<file path="config.mk">
export PLATFORM = sky130hd
export DESIGN_NAME = regs_wb_sched
export DESIGN_NICKNAME = d
export VERILOG_FILES = /design/src/rtl/dlx_pkg.sv /design/src/rtl/regs_busy_table.sv /design/src/rtl/regs_wb_sched.sv
export SDC_FILE = /design/constraint.sdc
export NUM_CORES = 1
export LEC_CHECK = 0
export BUFFER_PORTS_ARGS = -buffer_cell sky130_fd_sc_hd__buf_2
export CAP_MARGIN = 20
export CORE_MARGIN = 2
export CORE_UTILIZATION = 40
export CTS_BUF_LIST = sky130_fd_sc_hd__clkbuf_4 sky130_fd_sc_hd__clkbuf_8
export CTS_CLUSTER_SIZE = 14
export DETAILED_ROUTE_END_ITERATION = 10
export PLACE_DENSITY = 0.73
export SYNTH_ARGS = -nofsm -noshare
export SYNTH_HDL_FRONTEND = slang
export SYNTH_SLANG_ARGS = --single-unit
</file>
<file path="constraint.sdc">
create_clock -name clk -period 10.3 [get_ports clk]
set_input_delay 2.06 -clock clk [delete_from_list [all_inputs] [get_ports clk]]
set_output_delay 2.06 -clock clk [all_outputs]
set_load 0.02 [all_outputs]
</file>
<file path="src/rtl/dlx_pkg.sv">
// Shared DLX register-file types and constants.
// Holds the register index type, default writeback width, the r0 index
// and the writeback-source enum used by the write-port arbiter.
package dlx_pkg;

  localparam int unsigned XLEN     = 32;
  localparam int unsigned REG_W    = 5;
  localparam int unsigned NUM_REGS = 32;

  typedef logic [REG_W-1:0] reg_idx_t;

  localparam reg_idx_t REG_ZERO = '0;

  // Which requester owns the register-file write port this cycle.
  typedef enum logic [1:0] {
    WB_NONE = 2'd0,
    WB_ALU  = 2'd1,
    WB_LU   = 2'd2
  } wb_src_e;

endpackage

</file>
<file path="src/rtl/regs_busy_table.sv">
// Busy-bit table of in-flight destination registers.
// Ports:
//   clk, reset          clock, synchronous active-high reset
//   set_idx             register marked busy at the edge (0 = none)
//   clr_idx             register released at the edge (0 = none)
//   rs1/rs2/rs3         source lookups, answered against the post-release view
//   rd                  WAW lookup, answered against the post-release view
//   rs*_busy, rd_busy   lookup results
//   clr_busy            busy state of clr_idx before release (spurious-release check)
module regs_busy_table
  import dlx_pkg::*;
(
  input  logic       clk,
  input  logic       reset,
  input  logic [4:0] set_idx,
  input  logic [4:0] clr_idx,
  input  logic [4:0] rs1,
  input  logic [4:0] rs2,
  input  logic [4:0] rs3,
  input  logic [4:0] rd,
  output logic       rs1_busy,
  output logic       rs2_busy,
  output logic       rs3_busy,
  output logic       rd_busy,
  output logic       clr_busy
);

  logic [NUM_REGS-1:0] busy_q;
  logic [NUM_REGS-1:0] rel_mask;
  logic [NUM_REGS-1:0] set_mask;
  logic [NUM_REGS-1:0] eff_busy;

  // One-hot masks; index 0 decodes to nothing so r0 is never tracked.
  always_comb begin
    rel_mask = '0;
    set_mask = '0;
    if (clr_idx != REG_ZERO) rel_mask[clr_idx] = 1'b1;
    if (set_idx != REG_ZERO) set_mask[set_idx] = 1'b1;
  end

  // A register released this cycle is forwarded by regs, so it reads as free.
  assign eff_busy = busy_q & ~rel_mask;

  assign rs1_busy = eff_busy[rs1];
  assign rs2_busy = eff_busy[rs2];
  assign rs3_busy = eff_busy[rs3];
  assign rd_busy  = eff_busy[rd];
  assign clr_busy = busy_q[clr_idx];

  // Set after clear so a same-register release+issue leaves the bit set.
  always_ff @(posedge clk) begin
    if (reset) begin
      busy_q <= '0;
    end else begin
      busy_q <= (eff_busy | set_mask) & ~NUM_REGS'(1);
    end
  end

endmodule

</file>
<file path="src/rtl/regs_wb_sched.sv">
// Scoreboard and write-port scheduler for the 3R/1W DLX register file.
// Ports:
//   clk, reset                          clock, synchronous active-high reset
//   id_valid, id_rs1..3, id_use,        decode request and its sources/destination
//   id_wr, id_rd, id_long
//   id_stall                            decode must hold (combinational)
//   alu_wb_valid/rd/data                fixed-latency ALU writeback, highest priority
//   lu_wb_valid/rd/data, lu_wb_ready    long-unit writeback with handshake
//   rf_rd, rf_data                      to regs.Rd / regs.reg_in (r0 when idle)
//   err                                 sticky writeback-consistency error
module regs_wb_sched #(
  parameter int unsigned MAX_LONG = 4,
  parameter int unsigned XLEN     = 32
) (
  input  logic            clk,
  input  logic            reset,
  input  logic            id_valid,
  input  logic [4:0]      id_rs1,
  input  logic [4:0]      id_rs2,
  input  logic [4:0]      id_rs3,
  input  logic [2:0]      id_use,
  input  logic            id_wr,
  input  logic [4:0]      id_rd,
  input  logic            id_long,
  output logic            id_stall,
  input  logic            alu_wb_valid,
  input  logic [4:0]      alu_wb_rd,
  input  logic [XLEN-1:0] alu_wb_data,
  input  logic            lu_wb_valid,
  input  logic [4:0]      lu_wb_rd,
  input  logic [XLEN-1:0] lu_wb_data,
  output logic            lu_wb_ready,
  output logic [4:0]      rf_rd,
  output logic [XLEN-1:0] rf_data,
  output logic            err
);

  import dlx_pkg::*;

  localparam int unsigned CNT_W = 4;

  wb_src_e          wb_src;
  logic [4:0]       wb_rd;
  logic [XLEN-1:0]  wb_data;
  logic             lu_grant;

  logic [CNT_W-1:0] long_cnt_q;
  logic [CNT_W-1:0] long_cnt_d;
  logic             err_q;
  logic             err_d;

  logic             rs1_busy;
  logic             rs2_busy;
  logic             rs3_busy;
  logic             rd_busy;
  logic             clr_busy;
  logic             raw;
  logic             waw;
  logic             cap;
  logic             issue;
  logic [4:0]       set_idx;

  // Write-port arbitration: ALU cannot be back-pressured, so it always wins.
  // regs writes every edge, hence the idle default of r0 / zero data.
  always_comb begin
    wb_src  = WB_NONE;
    wb_rd   = REG_ZERO;
    wb_data = '0;
    if (!reset) begin
      if (alu_wb_valid) begin
        wb_src  = WB_ALU;
        wb_rd   = alu_wb_rd;
        wb_data = alu_wb_data;
      end else if (lu_wb_valid) begin
        wb_src  = WB_LU;
        wb_rd   = lu_wb_rd;
        wb_data = lu_wb_data;
      end
    end
  end

  assign lu_grant    = (wb_src == WB_LU);
  assign lu_wb_ready = lu_grant;
  assign rf_rd       = wb_rd;
  assign rf_data     = wb_data;

  regs_busy_table u_busy (
    .clk      (clk),
    .reset    (reset),
    .set_idx  (set_idx),
    .clr_idx  (wb_rd),
    .rs1      (id_rs1),
    .rs2      (id_rs2),
    .rs3      (id_rs3),
    .rd       (id_rd),
    .rs1_busy (rs1_busy),
    .rs2_busy (rs2_busy),
    .rs3_busy (rs3_busy),
    .rd_busy  (rd_busy),
    .clr_busy (clr_busy)
  );

  // Hazard detection against the post-release busy view.
  always_comb begin
    raw = (id_use[0] && (id_rs1 != REG_ZERO) && rs1_busy) ||
          (id_use[1] && (id_rs2 != REG_ZERO) && rs2_busy) ||
          (id_use[2] && (id_rs3 != REG_ZERO) && rs3_busy);
    waw = id_wr && (id_rd != REG_ZERO) && rd_busy;
    // A long grant this cycle frees one slot for the incoming long op.
    cap = id_long && (long_cnt_q == CNT_W'(MAX_LONG)) && !lu_grant;
  end

  assign id_stall = reset || (id_valid && (raw || waw || cap));
  assign issue    = id_valid && !id_stall;
  assign set_idx  = (issue && id_wr) ? id_rd : REG_ZERO;

  // Outstanding long-op count; a long op with rd=0 still occupies a slot.
  always_comb begin
    long_cnt_d = long_cnt_q;
    if (issue && id_long && !lu_grant) begin
      long_cnt_d = long_cnt_q + CNT_W'(1);
    end else if (lu_grant && !(issue && id_long) && (long_cnt_q != '0)) begin
      long_cnt_d = long_cnt_q - CNT_W'(1);
    end
  end

  // Sticky error: release of a non-busy register, or both units naming one rd.
  always_comb begin
    err_d = err_q;
    if ((wb_src != WB_NONE) && (wb_rd != REG_ZERO) && !clr_busy) err_d = 1'b1;
    if (alu_wb_valid && lu_wb_valid && (alu_wb_rd == lu_wb_rd))  err_d = 1'b1;
  end

  always_ff @(posedge clk) begin
    if (reset) begin
      long_cnt_q <= '0;
      err_q      <= 1'b0;
    end else begin
      long_cnt_q <= long_cnt_d;
      err_q      <= err_d;
    end
  end

  assign err = err_q;

endmodule

</file>
# == After elaboration in Yosys (flattened, before gate mapping) ==
# Index checks and enable logic that the tools add are counted.
# word_totals
output_inout_bits,40
ff_bits,37
wordCells,92
# classes
n_eq_ne,3
order_cmp,8
n_reduce_logical,42
add_sub_neg,2
n_bitwise,3
muxes,30
# op_table
operator,count
32-bit two-way mux,5
"5-bit by 6-bit less-than comparator with 1-bit output, second input constant",6
32-bit AND,1
32-bit NOT,1
32-bit bitwise OR,1
5-bit nonzero test,6
1-bit binary-select mux with 5-bit select,5
1-bit logical AND,23
5-bit two-way mux,4
1-bit demux with 5-bit select,2
"5-bit by 1-bit greater-or-equal comparator with 1-bit output, second input constant",2
1-bit two-way mux,9
4-bit two-way mux,2
2-bit two-way mux,3
2-bit nonzero test,3
5-bit equality test,1
1-bit logical OR,5
"4-bit by 1-bit adder with 4-bit output, second input constant",1
"4-bit by 3-bit equality test with 1-bit output, second input constant",1
1-bit zero test,4
4-bit nonzero test,1
"4-bit by 1-bit subtractor with 4-bit output, second input constant",1
"2-bit equality test, second input constant",1

# == Longest topological paths before layout ==
# Gate-level depths: netlist of the first run.
# logic_depth
ltp_word,29
mapped_depth,20

# == By module ==
# A second synthesis of the first run with hierarchy kept.
# hier_totals
cells_unflattened,495
hier_area_um2,3821.2
# modules_own_cells
mod,seq_area_each_um2,area_per_inst_um2,n_inst,cells_per_inst
regs_busy_table,620.6,2841.5,1,371
regs_wb_sched,100.1,979.7,1,124

# == Worst setup path after synthesis of the first run ==
# Ideal clock, no wire load.
# synth_timing
path_kind,input port to output port
startpoint,input alu_wb_valid
endpoint,output id_stall
t_required_ns,8.240
cell_stages,12
slack_ns,3.495
arrival_ns,4.745
cell_sequence,nand3b_1 > a211o_1 > buf_6 > o41ai_2 > mux2_1 > a21oi_1 > or3_1 > a211o_1 > or4_1 > buf_2 > nand2_1 > nand2_1
# synth_via
elab_chain_len,18
word_cells_on_any_way,34
# synth_rtl
item,line_no,text
"start, declared",regs_wb_sched.sv:26,"input logic alu_wb_valid,"
5-bit two-way mux,regs_wb_sched.sv:70,if (alu_wb_valid) begin
5-bit two-way mux,regs_wb_sched.sv:69,if (!reset) begin
5-bit by 6-bit less-than comparator with 1-bit output (not written as such) or 5-bit by 1-bit greater-or-equal comparator with 1-bit output (tied branches),regs_busy_table.sv:37,if (clr_idx != REG_ZERO) rel_mask[clr_idx] = 1'b1;
1-bit logical AND (not written as such),regs_busy_table.sv:37,
1-bit two-way mux (not written as such),regs_busy_table.sv:37,
1-bit demux with 5-bit select,--,
32-bit two-way mux,regs_busy_table.sv:37,
32-bit NOT,regs_busy_table.sv:42,assign eff_busy = busy_q & ~rel_mask;
[... 2 more ...],--,
1-bit two-way mux (on tied branches),"regs_busy_table.sv:44, regs_busy_table.sv:45",
1-bit logical AND (on tied branches),"regs_wb_sched.sv:105, regs_wb_sched.sv:106",
1-bit logical OR,regs_wb_sched.sv:105,raw = (id_use[0] && (id_rs1 != REG_ZERO) && rs1_busy) ||
1-bit logical OR,regs_wb_sched.sv:106,(id_use[1] && (id_rs2 != REG_ZERO) && rs2_busy) ||
1-bit logical OR,regs_wb_sched.sv:113,assign id_stall = reset || (id_valid && (raw || waw || cap));
1-bit logical OR (*),regs_wb_sched.sv:113,
1-bit logical AND (*),regs_wb_sched.sv:113,
1-bit logical OR (*),regs_wb_sched.sv:113,
"end, declared",regs_wb_sched.sv:25,"output logic id_stall,"
# Mark *: on every way between the ends. The rest lies on a longest branch, timed or not. The select of a mux whose other input is x is not followed.

# == Final worst setup path of the first run ==
# layout_timing
startpoint,input reset
endpoint,output id_stall
# layout_via
elab_chain_len,17
word_cells_on_any_way,32
# layout_rtl
item,line_no,text
"start, declared",regs_wb_sched.sv:16,"input logic reset,"
5-bit two-way mux,regs_wb_sched.sv:69,
5-bit by 6-bit less-than comparator with 1-bit output (not written as such) or 5-bit by 1-bit greater-or-equal comparator with 1-bit output (tied branches),regs_busy_table.sv:37,
1-bit logical AND (not written as such),regs_busy_table.sv:37,
1-bit two-way mux (not written as such),regs_busy_table.sv:37,
1-bit demux with 5-bit select,--,
32-bit two-way mux,regs_busy_table.sv:37,
32-bit NOT,regs_busy_table.sv:42,
32-bit AND,regs_busy_table.sv:42,
1-bit binary-select mux with 5-bit select (on tied branches),"regs_busy_table.sv:44, regs_busy_table.sv:45",
1-bit two-way mux (on tied branches),"regs_busy_table.sv:44, regs_busy_table.sv:45",
1-bit logical AND (on tied branches),"regs_wb_sched.sv:105, regs_wb_sched.sv:106",
1-bit logical OR,regs_wb_sched.sv:105,
1-bit logical OR,regs_wb_sched.sv:106,
1-bit logical OR (2 in series),regs_wb_sched.sv:113,
1-bit logical AND,regs_wb_sched.sv:113,
1-bit logical OR (*),regs_wb_sched.sv:113,
# Marks and branches as above.

==> results of run 1 <==
-- registers in the layout (all words and copies together), names as in the netlist --
register	flops
err	1
long_cnt_q	4
u_busy.busy_q	31
-- metal layers --
metal  share of wire [%]  global-route usage [%]
met1                  39                   42.42
met2                  47                   54.45
met3                  10                   5.666
met4                 4.0                   11.72
met5                   0                       0
-- cells by family (layout without fill, tap and decap cells) --
family | Yosys count | in the layout | share of synthesized area [%]
buf+inv | 67 | 177 | 6.404
compound gates | 231 | 231 | 41.18
simple gates | 211 | 211 | 26.11
xor+xnor | 8 | 8 | 1.608
flops | 36 | 36 | 16.54
mux | 28 | 28 | 7.122
fa+ha+maj | 3 | 3 | 1.034
-- how the worst max path moves through the flow --
stage / start / endpoint / slack [ns] / depth (start not counted)
detailed placement: reset / id_stall / 2.24 / 14
global route: reset / id_stall / 1.83 / 14
global placement: reset / id_stall / 2.33 / 14
CTS: reset / id_stall / 2.22 / 14
floorplan: alu_wb_valid / id_stall / 3.49 / 12
finish: reset / id_stall / 2.10 / 14
-- cell usage in the layout (no fill, tap or decap), types with 6 or more instances in the layout --
cell type	n
o21ai_0	22
o211ai_1	6
nand3b_1	15
nor2_1	36
o31ai_1	12
and2_1	7
a21oi_1	28
o31a_1	6
inv_1	16
a211oi_1	17
nand3_1	29
nor2b_1	16
mux2i_1	22
buf_2	143
o311ai_0	6
nand2_1	51
o22ai_1	14
a22o_1	33
nor3_1	7
dfxtp_1	36
buf_4	6
-- cell type report --
class                      count  share of cell area (%)
tap                          140                   3.353
clock inverter                 3                  0.8862
multi-input combinational    481                   64.43
sequential                    36                   13.80
clock buffer                   5                   1.317
inverter                      19                   1.365
timing repair buffer         150                   14.85
-- power groups by stage --
| stage | clock network [mW] | logic [mW] | registers [mW] |
|---|---|---|---|
| after detailed placement | 0 | 0.159 | 0.149 |
| after global routing | 0.137 | 0.175 | 0.147 |
| final | 0.133 | 0.164 | 0.146 |
| after floorplan | 0 | 0.104 | 0.149 |
| after CTS | 0.131 | 0.160 | 0.146 |
| after global placement | 0 | 0.157 | 0.149 |
-- metrics by stage --
step,utilization (%),worst slack (ns),hold slack (ns)
2_1_floorplan,-,3.495,0.4503
3_3_place_gp,47.40,2.326,0.4757
3_5_place_dp,47.40,2.242,0.4896
4_1_cts,48.47,2.224,0.5155
5_1_grt,48.61,1.834,0.5559
6_report,48.61,2.100,0.5137
==> metrics.yaml, run 1 <==
status: "complete, no violations"
finalWirelength_um: 19420
synth.most_common_cell: "nand2_1"
synth-async-reset-ratio_pct: 0
vias: 5564
rsz0062_at_grt: "false"
synth_edf_count: 0
p_seq_share_pct: 33.0
drt-initial-drc-count: 714
clkLatencyLatePin_ns: 0.30
rrSetupSlack_ns: 6.14
tritoncts: "yes"
arrival_ns: 6.14
fillers: 1113
antenna_cells: 0
seq_area_um2: 720.7
htree_levels: 2
ios: 144
fin_crit_ns: 8.200
syn_inst: 584
power.density_mw_per_mm2: 84.68
worstSetupPathType: "in -> out"
finalNetCount: 800
synth_warnings: 0
track_usage_pct: 32.69
via_per_inst: 6.671
cp.required_ns: 8.24
intPower_mw: 0.2761
grt.overflow.total: 0
clock_sinks: 36
slowest_stage: "o41ai_2"
synth.distinct_cells: 84
crit_path_end_kind: "output pin"
tightest_slew_ns: 1.198
finalCritPeriodShare_pct: 79.62
reg2reg_to: "long_cnt_q[3]$_SDFFE_PP0P_"
instances_no_fill: 834
avgRoutedWirePerCell_um: 23.28
seq_area_frac_synth_pct: 16.54
finalSetupViolCount: 0
cp_cell_sequence: "buf_2 > buf_4 > nand3b_1 > and2_1 > inv_1 > o41ai_2 > mux2i_1 > o311ai_0 > nor3b_1 > a211o_1 > or4_1 > nand2_1 > nand2_1 > buf_2"
crit_family: "simple AND/OR/NAND/NOR gates"
startpoint_type: "input port"
post_cts_buffers: 0
p_clk_share_pct: 30.0
ctsResizeCount: 0
drc: 0
synth_nets: 691
maxSlewHeadroom_pct: 19.43
synth_area_leaders: "dfxtp_1 17%, a22o_1 6.6%, mux2i_1 5.1%"
hp-start: "long_cnt_q[3]$_SDFFE_PP0P_"
postCtsHoldBufs: 0
grt_pass1_vias: 4963
finalSetupTns_ns: 0
final_layout_size_suffix_gt1_share_pct: 26.80
first_pass_iters: 5
p_leak_nw: 2.093
rows: 38
netlist.area_leader.share_pct: 16.54
power_switching_mw: 0.1663
cts-root-buf: "clkbuf_8"
design_area_mm2: 0.005224
core-area_mm2: 0.01075
p_total_mw: 0.4424
ys_seq_elements: 36
r2r_cells: 14
path_max_fanout: 33
ir_worst_vdd_mv: 0.05823
die_h_um: 108.4
fin_skew_ns: 0.007569
hold_path_end: "long_cnt_q[3]$_SDFFE_PP0P_"
ant_nets: 0
port_buffers: 143
dp_hpwl_um: 14960
drv_slew: 0
max_freq_mhz: 121.9
grt_max_degree: 38
max-cap-violations: 0
numCtsBuffers: 5
syn2layout_area_growth_pct: 19.90
multi_input_area_mm2: 0.003366
synth_ff_type: "dfxtp_1"
grt_pass1_wl_um: 29010
clock_path_buffers: 2
place_area_mm2: 0.005094
p_sw_share_pct: 37.59
die_area_mm2: 0.01174
syn-cell-area_mm2: 0.004357
hold_viol: 0
gp_congestion: 1.009
synth_area_leader_cell: "dfxtp_1"
die_w_um: 108.4
initial_core_util_pct: 40.54
grt_antenna_before_repair: 0
min_delay_path_depth: 1
clkTransAtPathRegs_ns: 0.09
crit_buf_inv: 4
synth.top_cells.by_count: "51 x nand2_1, 37 x nor2_1, 36 x dfxtp_1"
reg2reg_from: "u_busy.busy_q[29]$_SDFF_PP0_"
dp.cells: 825
combPwrFrac_pct: 37.0
critPathMaxStageDelay_ns: 0.72
syn_area_per_cell_um2: 7.460
hp-class: "reg -> reg"
No activity file was read; power rests on OpenSTA's default activity.
==> inputs of run 2 (changes only) <==
--- a/config.mk
+++ b/config.mk
@@ -12,7 +12,7 @@
 export CTS_BUF_LIST = sky130_fd_sc_hd__clkbuf_4 sky130_fd_sc_hd__clkbuf_8
 export CTS_CLUSTER_SIZE = 14
 export DETAILED_ROUTE_END_ITERATION = 10
-export PLACE_DENSITY = 0.73
+export PLACE_DENSITY = 0.75
 export SYNTH_ARGS = -nofsm -noshare
 export SYNTH_HDL_FRONTEND = slang
 export SYNTH_SLANG_ARGS = --single-unit
==> constraint.sdc (replaced) <==
create_clock -name clk -period 6.96 [get_ports clk]
set_input_delay 1.392 -clock clk [delete_from_list [all_inputs] [get_ports clk]]
set_output_delay 1.392 -clock clk [all_outputs]
set_load 0.02 [all_outputs]
==> run 2 against run 1 <==
  * Clock-buffer cell count rose by 3
  * Core utilization grew 0.56 points
  * Critical path depth shrank 1
  * Cell count is 1.3% higher
  * Cell area rose by 1.1%
  * Clock skew rose by 0.0054 ns
  * Hold slack worse by 0.0068 ns
  * Die area unchanged
  * Sequential power rose by 48%
  * Largest power group unchanged
  * Non-clock buffer count is 10 higher
  * Clock power rose by 32%
==> metrics.yaml, run 2 (synthesized netlist as in run 1, its figures left out) <==
grt_pass1_vias: 5274  # was 4,963
power.density_mw_per_mm2: 121.7  # was 84.68 mW/mm²
finalSetupViolCount: 0  # unchanged
drc: 0  # unchanged
gp_congestion: 0.9554  # was 1.009
ctsResizeCount: 0  # unchanged
p_leak_nw: 2.135  # was 2.093 nW
pre_cts_ws_ns: 0.6068  # was 2.242 ns
p_seq_share_pct: 33.6  # was 33.0%
hp-class: "reg -> reg"  # unchanged
via_per_inst: 6.689  # was 6.671
worstSetupPathType: "in -> out"  # unchanged
vias: 5652  # was 5,564
track_usage_pct: 32.37  # was 32.69%
grt_pass1_wl_um: 29050  # was 29,010 µm
cp_common_cell: "nand2_1"
cts-root-buf: "clkbuf_8"  # unchanged
final_layout_size_suffix_gt1_share_pct: 27.84  # was 26.80%
clkTransAtPathRegs_ns: 0.08  # was 0.09 ns
instances_no_fill: 845  # was 834
die_w_um: 108.4  # unchanged
largest_reg_flops: 31  # unchanged
hold_viol: 0  # unchanged
core-area_mm2: 0.01075  # unchanged
multi_input_area_mm2: 0.003366  # unchanged
reg2reg_from: "u_busy.busy_q[10]$_SDFF_PP0_"  # was u_busy.busy_q[29]$_SDFF_PP0_
drv_slew: 0  # unchanged
slowest_stage: "or4_1"  # was o41ai_2
dp_hpwl_um: 15030  # was 14,960 µm
clock_sinks: 36  # unchanged
numCtsBuffers: 5  # unchanged
startpoint_type: "input port"  # unchanged
crit_family: "simple AND/OR/NAND/NOR gates"  # unchanged
initial_core_util_pct: 40.54  # unchanged
cp_cell_sequence: "buf_2 > nand2_1 > a21o_2 > inv_2 > nand3_1 > and3_1 > o32a_1 > o2111a_1 > o311a_1 > or4_1 > nand2_1 > nand2_1 > buf_2"  # was buf_2 > buf_4 > nand3b_1 > and2_1 > inv_1 > o41ai_2 > mux2i_1 > o311ai_0 > nor3b_1 > a211o_1 > or4_1 > nand2_1 > nand2_1 > buf_2
maxSlewHeadroom_pct: 47.55  # was 19.43%
intPower_mw: 0.3911  # was 0.2761 mW
p_sw_share_pct: 39.17  # was 37.59%
max-cap-violations: 0  # unchanged
reg2reg_to: "long_cnt_q[3]$_SDFFE_PP0P_"  # unchanged
tightest_slew_ns: 0.7834  # was 1.198 ns
combPwrFrac_pct: 39.2  # was 37.0%
max_freq_mhz: 156.2
worst_slack_ns: 0.5594  # was 2.100 ns
port_buffers: 143  # unchanged
fillers: 1096  # was 1,113
finalCritPeriodShare_pct: 91.96
rows: 38  # unchanged
grt.overflow.total: 0  # unchanged
seq_area_um2: 720.7  # unchanged
finalSetupTns_ns: 0  # unchanged
ir_worst_vdd_mv: 0.07375  # was 0.05823 mV
die_h_um: 108.4  # unchanged
largest_register: "u_busy.busy_q"  # unchanged
final_common_cell: "buf_2"  # unchanged
whs_ns: 0.5068  # was 0.5137 ns
ios: 144  # unchanged
cp.required_ns: 5.57  # was 8.24 ns
fin_crit_ns: 6.401
grt_antenna_before_repair: 1  # was 0
die_area_mm2: 0.01174  # unchanged
status: "complete, no violations"  # unchanged
hold_path_end: "long_cnt_q[3]$_SDFFE_PP0P_"  # unchanged
htree_levels: 2  # unchanged
fin_skew_ns: 0.01293  # was 0.007569 ns
hp-start: "long_cnt_q[3]$_SDFFE_PP0P_"  # unchanged
postCtsHoldBufs: 0  # unchanged
place_area_mm2: 0.005169  # was 0.005094 mm²
clock_path_buffers: 2  # unchanged
final_cell_mix: "143 x buf_2, 51 x nand2_1, 36 x nor2_1, 36 x dfxtp_1, 33 x a22o_1"  # unchanged
grt_max_degree: 37  # was 38
tritoncts: "yes"  # unchanged
p_clk_share_pct: 27.2  # was 30.0%
syn2layout_area_growth_pct: 21.28  # was 19.90%
crit_buf_inv: 3  # was 4
rrSetupSlack_ns: 3.10  # was 6.14 ns
clkLatencyLatePin_ns: 0.30  # about the same
min_delay_path_depth: 1  # unchanged
first_pass_iters: 5  # unchanged
r2r_cells: 14  # unchanged
finalNetCount: 810  # was 800
arrival_ns: 5.01  # was 6.14 ns
drt-initial-drc-count: 715  # was 714
p_total_mw: 0.6430  # was 0.4424 mW
rsz0062_at_grt: "false"  # unchanged
final_util_pct: 49.17  # was 48.61%
finalWirelength_um: 19350  # was 19,420 µm
dp.cells: 835  # was 825
post_cts_buffers: 0  # unchanged
design_area_mm2: 0.005284  # was 0.005224 mm²
critPathMaxStageDelay_ns: 0.69  # was 0.72 ns
path_max_fanout: 36  # was 33
avgRoutedWirePerCell_um: 22.90  # was 23.28 µm
ant_nets: 0  # unchanged
crit_path_end_kind: "output pin"  # unchanged
power_switching_mw: 0.2519  # was 0.1663 mW
run 2: cell types whose count changed in the layout (fill, tap and decap cells not counted), sizes merged:
cell and change:
buf +10, inv -1, diode +1, clkinvlp -1, clkbuf +3, bufinv -1
run 2: power by group through the flow:
stage | Clock (mW) | Combinational (mW) | Sequential, mW
after floorplan | 0 | 0.154 | 0.220
after global placement | 0 | 0.240 | 0.220
after detailed placement | 0 | 0.245 | 0.221
after CTS | 0.172 | 0.245 | 0.216
after global routing | 0.183 | 0.269 | 0.217
final | 0.175 | 0.252 | 0.216
run 2: final cells by class:
cell class,instances,share of cell area (%)
Sequential cell,36,13.64
Multi-Input combinational cell,481,63.70
Inverter,19,1.350
Timing Repair Buffer,160,16.10
Clock buffer,8,1.847
Antenna cell,1,0.04736
Tap cell,140,3.315
run 2: how the worst max path moves through the flow:
stage                       from                         end  slack, ns  depth (start not counted)
floorplan           alu_wb_valid                    id_stall       1.49                         12
global placement    alu_wb_valid                    id_stall       0.68                         13
detailed placement  alu_wb_valid  long_cnt_q[3]$_SDFFE_PP0P_       0.61                         17
CTS                 alu_wb_valid                    id_stall       0.62                         13
global route        alu_wb_valid                    id_stall       0.29                         13
finish              alu_wb_valid                    id_stall       0.56                         13
run 2: per-layer routing:
metal	part of all wire, %	GRT usage (%)
met3	9.9	4.882
met5	0	0
met1	38	40.84
met4	4.5	15.20
met2	47	54.09
==> inputs of run 3 (changes only) <==
--- a/config.mk
+++ b/config.mk
@@ -5,6 +5,7 @@
 export SDC_FILE = /design/constraint.sdc
 export NUM_CORES = 1
 export LEC_CHECK = 0
+export ABC_AREA = 1
 export BUFFER_PORTS_ARGS = -buffer_cell sky130_fd_sc_hd__buf_2
 export CAP_MARGIN = 20
 export CORE_MARGIN = 2
==> run 3 against run 2 <==
  * Core utilization rose by 0.40 points
  * Sequential power fell by 2%
  * Clock-buffer cell count fell by 2
  * First-iteration DRC count fell by 11%
==> metrics.yaml, run 3 <==
synth_nets: 812  # was 691
drt-initial-drc-count: 636  # was 715
synth_area_leader_cell: "nand3_1"  # was dfxtp_1
cts-root-buf: "clkbuf_8"  # unchanged
die_h_um: 107.1  # was 108.4 µm
antenna_cells: 0  # was 1
startpoint_type: "input port"  # unchanged
vias: 5610  # was 5,652
r2r_cells: 21  # was 14
synth.distinct_cells: 47  # was 84
syn_inst: 705  # was 584
cp_common_cell: "nand2_1"  # unchanged
grt_pass1_wl_um: 26310  # was 29,050 µm
core-area_mm2: 0.01032  # was 0.01075 mm²
rsz0062_at_grt: "false"  # unchanged
via_per_inst: 5.826  # was 6.689
arrival_ns: 4.41  # was 5.01 ns
fin_crit_ns: 5.798  # was 6.401 ns
synth_top_family_by_area: "simple AND/OR/NAND/NOR gates"  # was compound AO/OA/AOI/OAI gates
grt.overflow.total: 0  # unchanged
maxSlewHeadroom_pct: 42.61  # was 47.55%
final_layout_size_suffix_gt1_share_pct: 25.39  # was 27.84%
ant_nets: 0  # unchanged
syn2layout_area_growth_pct: 20.36  # was 21.28%
ios: 144  # unchanged
finalNetCount: 933  # was 810
synth_compound_area_share_pct: 19.86  # was 41.18%
hp-class: "reg -> reg"  # unchanged
initial_core_util_pct: 41.18  # was 40.54%
grt_max_degree: 38  # was 37
max_freq_mhz: 172.5  # was 156.2 MHz
cp_cell_sequence: "buf_2 > inv_4 > nand3_4 > inv_2 > nand2_2 > nor2_4 > a21boi_0 > nand2_1 > o211ai_1 > nand3_1 > nand2_1 > nand2_1 > nand3_1 > nand3_1 > nand2_1 > nand2_1 > nand2_1 > buf_2"  # was buf_2 > nand2_1 > a21o_2 > inv_2 > nand3_1 > and3_1 > o32a_1 > o2111a_1 > o311a_1 > or4_1 > nand2_1 > nand2_1 > buf_2
power.density_mw_per_mm2: 124.5  # was 121.7 mW/mm²
finalWirelength_um: 16730  # was 19,350 µm
clock_path_buffers: 2  # unchanged
min_delay_path_depth: 2  # was 1
syn_area_per_cell_um2: 6.031  # was 7.460 µm²
tightest_slew_ns: 0.8609  # was 0.7834 ns
synth.most_common_cell: "nand2_1"  # unchanged
die_w_um: 107.1  # was 108.4 µm
tritoncts: "yes"  # unchanged
grt_pass1_vias: 5115  # was 5,274
final_cell_mix: "178 x nand2_1, 155 x nand3_1, 143 x buf_2, 54 x nor2_1, 44 x inv_1"  # was 143 x buf_2, 51 x nand2_1, 36 x nor2_1, 36 x dfxtp_1, 33 x a22o_1
reg2reg_from: "u_busy.busy_q[8]$_SDFF_PP0_"  # was u_busy.busy_q[10]$_SDFF_PP0_
finalSetupTns_ns: 0  # unchanged
finalSetupViolCount: 0  # unchanged
final_common_cell: "nand2_1"  # was buf_2
p_leak_nw: 2.294  # was 2.135 nW
rrSetupSlack_ns: 3.73  # was 3.10 ns
gp_congestion: 1.096  # was 0.9554
finalCritPeriodShare_pct: 83.30  # was 91.96%
fillers: 1121  # was 1,096
worstSetupPathType: "in -> out"  # unchanged
grt_antenna_before_repair: 0  # was 1
hp-start: "err$_SDFFE_PP0P_"  # was long_cnt_q[3]$_SDFFE_PP0P_
htree_levels: 2  # unchanged
synth.top_cells.by_count: "178 x nand2_1, 155 x nand3_1, 56 x nor2_1"  # was 51 x nand2_1, 37 x nor2_1, 36 x dfxtp_1
drv_slew: 0  # unchanged
port_buffers: 143  # unchanged
synth_mux_area_share_pct: 0  # was 7.122%
p_total_mw: 0.6369  # was 0.6430 mW
ctsResizeCount: 0  # unchanged
critPathMaxStageDelay_ns: 0.65  # was 0.69 ns
post_cts_buffers: 0  # unchanged
first_pass_iters: 6  # was 5
syn-cell-area_mm2: 0.004252  # was 0.004357 mm²
path_max_fanout: 37  # was 36
max-cap-violations: 0  # unchanged
avgRoutedWirePerCell_um: 17.37  # was 22.90 µm
hold_path_end: "err$_SDFFE_PP0P_"  # was long_cnt_q[3]$_SDFFE_PP0P_
status: "complete, no violations"  # unchanged
largest_reg_flops: 31  # unchanged
synth_xor_xnor_area_share_pct: 0.4120  # was 1.608%
crit_path_end_kind: "output pin"  # unchanged
clock_sinks: 36  # unchanged
clkTransAtPathRegs_ns: 0.08  # about the same
clkLatencyLatePin_ns: 0.29  # was 0.30 ns
netlist.area_leader.share_pct: 18.25  # was 16.54%
whs_ns: 0.5015  # was 0.5068 ns
ys_seq_elements: 36  # unchanged
synthSimpleGateAreaFrac_pct: 52.65  # was 26.11%
reg2reg_to: "long_cnt_q[3]$_SDFFE_PP0P_"  # unchanged
ir_worst_vdd_mv: 0.1130  # was 0.07375 mV
seq_area_frac_synth_pct: 16.95  # was 16.54%
slowest_stage: "buf_2"  # was or4_1
synth_area_leaders: "nand3_1 18%, dfxtp_1 17%, nand2_1 16%"  # was dfxtp_1 17%, a22o_1 6.6%, mux2i_1 5.1%
die_area_mm2: 0.01147  # was 0.01174 mm²
synth_warnings: 0  # unchanged
drc: 0  # unchanged
yosys.area_share.adder_pct: 1.059  # was 1.034%
numCtsBuffers: 5  # unchanged
synth-async-reset-ratio_pct: 0  # unchanged
hold_viol: 0  # unchanged
rows: 37  # was 38
dp_hpwl_um: 12770  # was 15,030 µm
track_usage_pct: 28.88  # was 32.37%
cp.required_ns: 5.57  # about the same
postCtsHoldBufs: 0  # unchanged
largest_register: "u_busy.busy_q"  # unchanged
fin_skew_ns: 0.008692  # was 0.01293 ns
synth_edf_count: 0  # unchanged
synth_ff_type: "dfxtp_1"  # unchanged
run 3: changes by cell type after synthesis, moves of 15 or more:
cell,previous run,this run
nand2_1,51,178
a211oi_1,17,0
nand3_1,29,155
inv_1,16,44
nor2_1,37,56
nor2b_1,17,0
nand3b_1,15,0
mux2i_1,22,0
clkbuf_1,35,16
run 3: how the worst max path moves through the flow:
stage                     startpoint  endpoint  slack (ns)  cells past startpoint
after floorplan                reset  id_stall        2.36                     19
after global placement         reset  id_stall        1.29                     19
after detailed placement       reset  id_stall        1.27                     19
after CTS                      reset  id_stall        1.27                     19
after global routing           reset  id_stall        0.98                     19
final                          reset  id_stall        1.16                     18
run 3: worst max-delay path, delay by kind of cell:
| family | cells | cell delay (ns) |
|---|---|---|
| AOI/OAI and AO/OA | 2 | 0.73 |
| buffers and inverters | 4 | 1.12 |
| and+or+nand+nor | 12 | 1.12 |
run 3: cells by family after synthesis:
kind of cell	after synthesis
compound gates	125
flops	36
xor+xnor	2
fa+ha+maj	3
buf+inv	89
simple gates	450
run 3: layout make-up:
cell class,instances,area (µm²),share of cell area [%]
Clock buffer,6,76.32,1.491
Sequential cell,36,720.7,14.08
Tap cell,136,170.2,3.325
Clock inverter,2,35.03,0.6846
Multi-Input combinational cell,580,3151,61.56
Timing Repair Buffer,146,745.7,14.57
Inverter,57,219.0,4.279
run 3: metal layers:
metal,up-vias,global-route usage (%),part of all wire (%)
met5,-,0,0
met4,0,14.01,5.2
met3,66,6.140,10
met2,305,42.13,42
met1,2560,40.04,42
li1,2679,-,-
run 3: metrics by stage:
step / std cells / area [µm²] / worst slack (ns) / utilization [%]
2_1_floorplan: 705 / 4252 / 2.361 / -
3_3_place_gp: 954 / 4991 / 1.290 / 48.35
3_5_place_dp: 954 / 4991 / 1.270 / 48.35
4_1_cts: 962 / 5102 / 1.267 / 49.42
5_1_grt: 963 / 5117 / 0.9826 / 49.57
6_report: 963 / 5117 / 1.162 / 49.57
run 3: report_power, final:
part	internal [mW]	switching (mW)
clock	0.110	0.0806
combinational	0.0787	0.155
sequential	0.209	0.00304
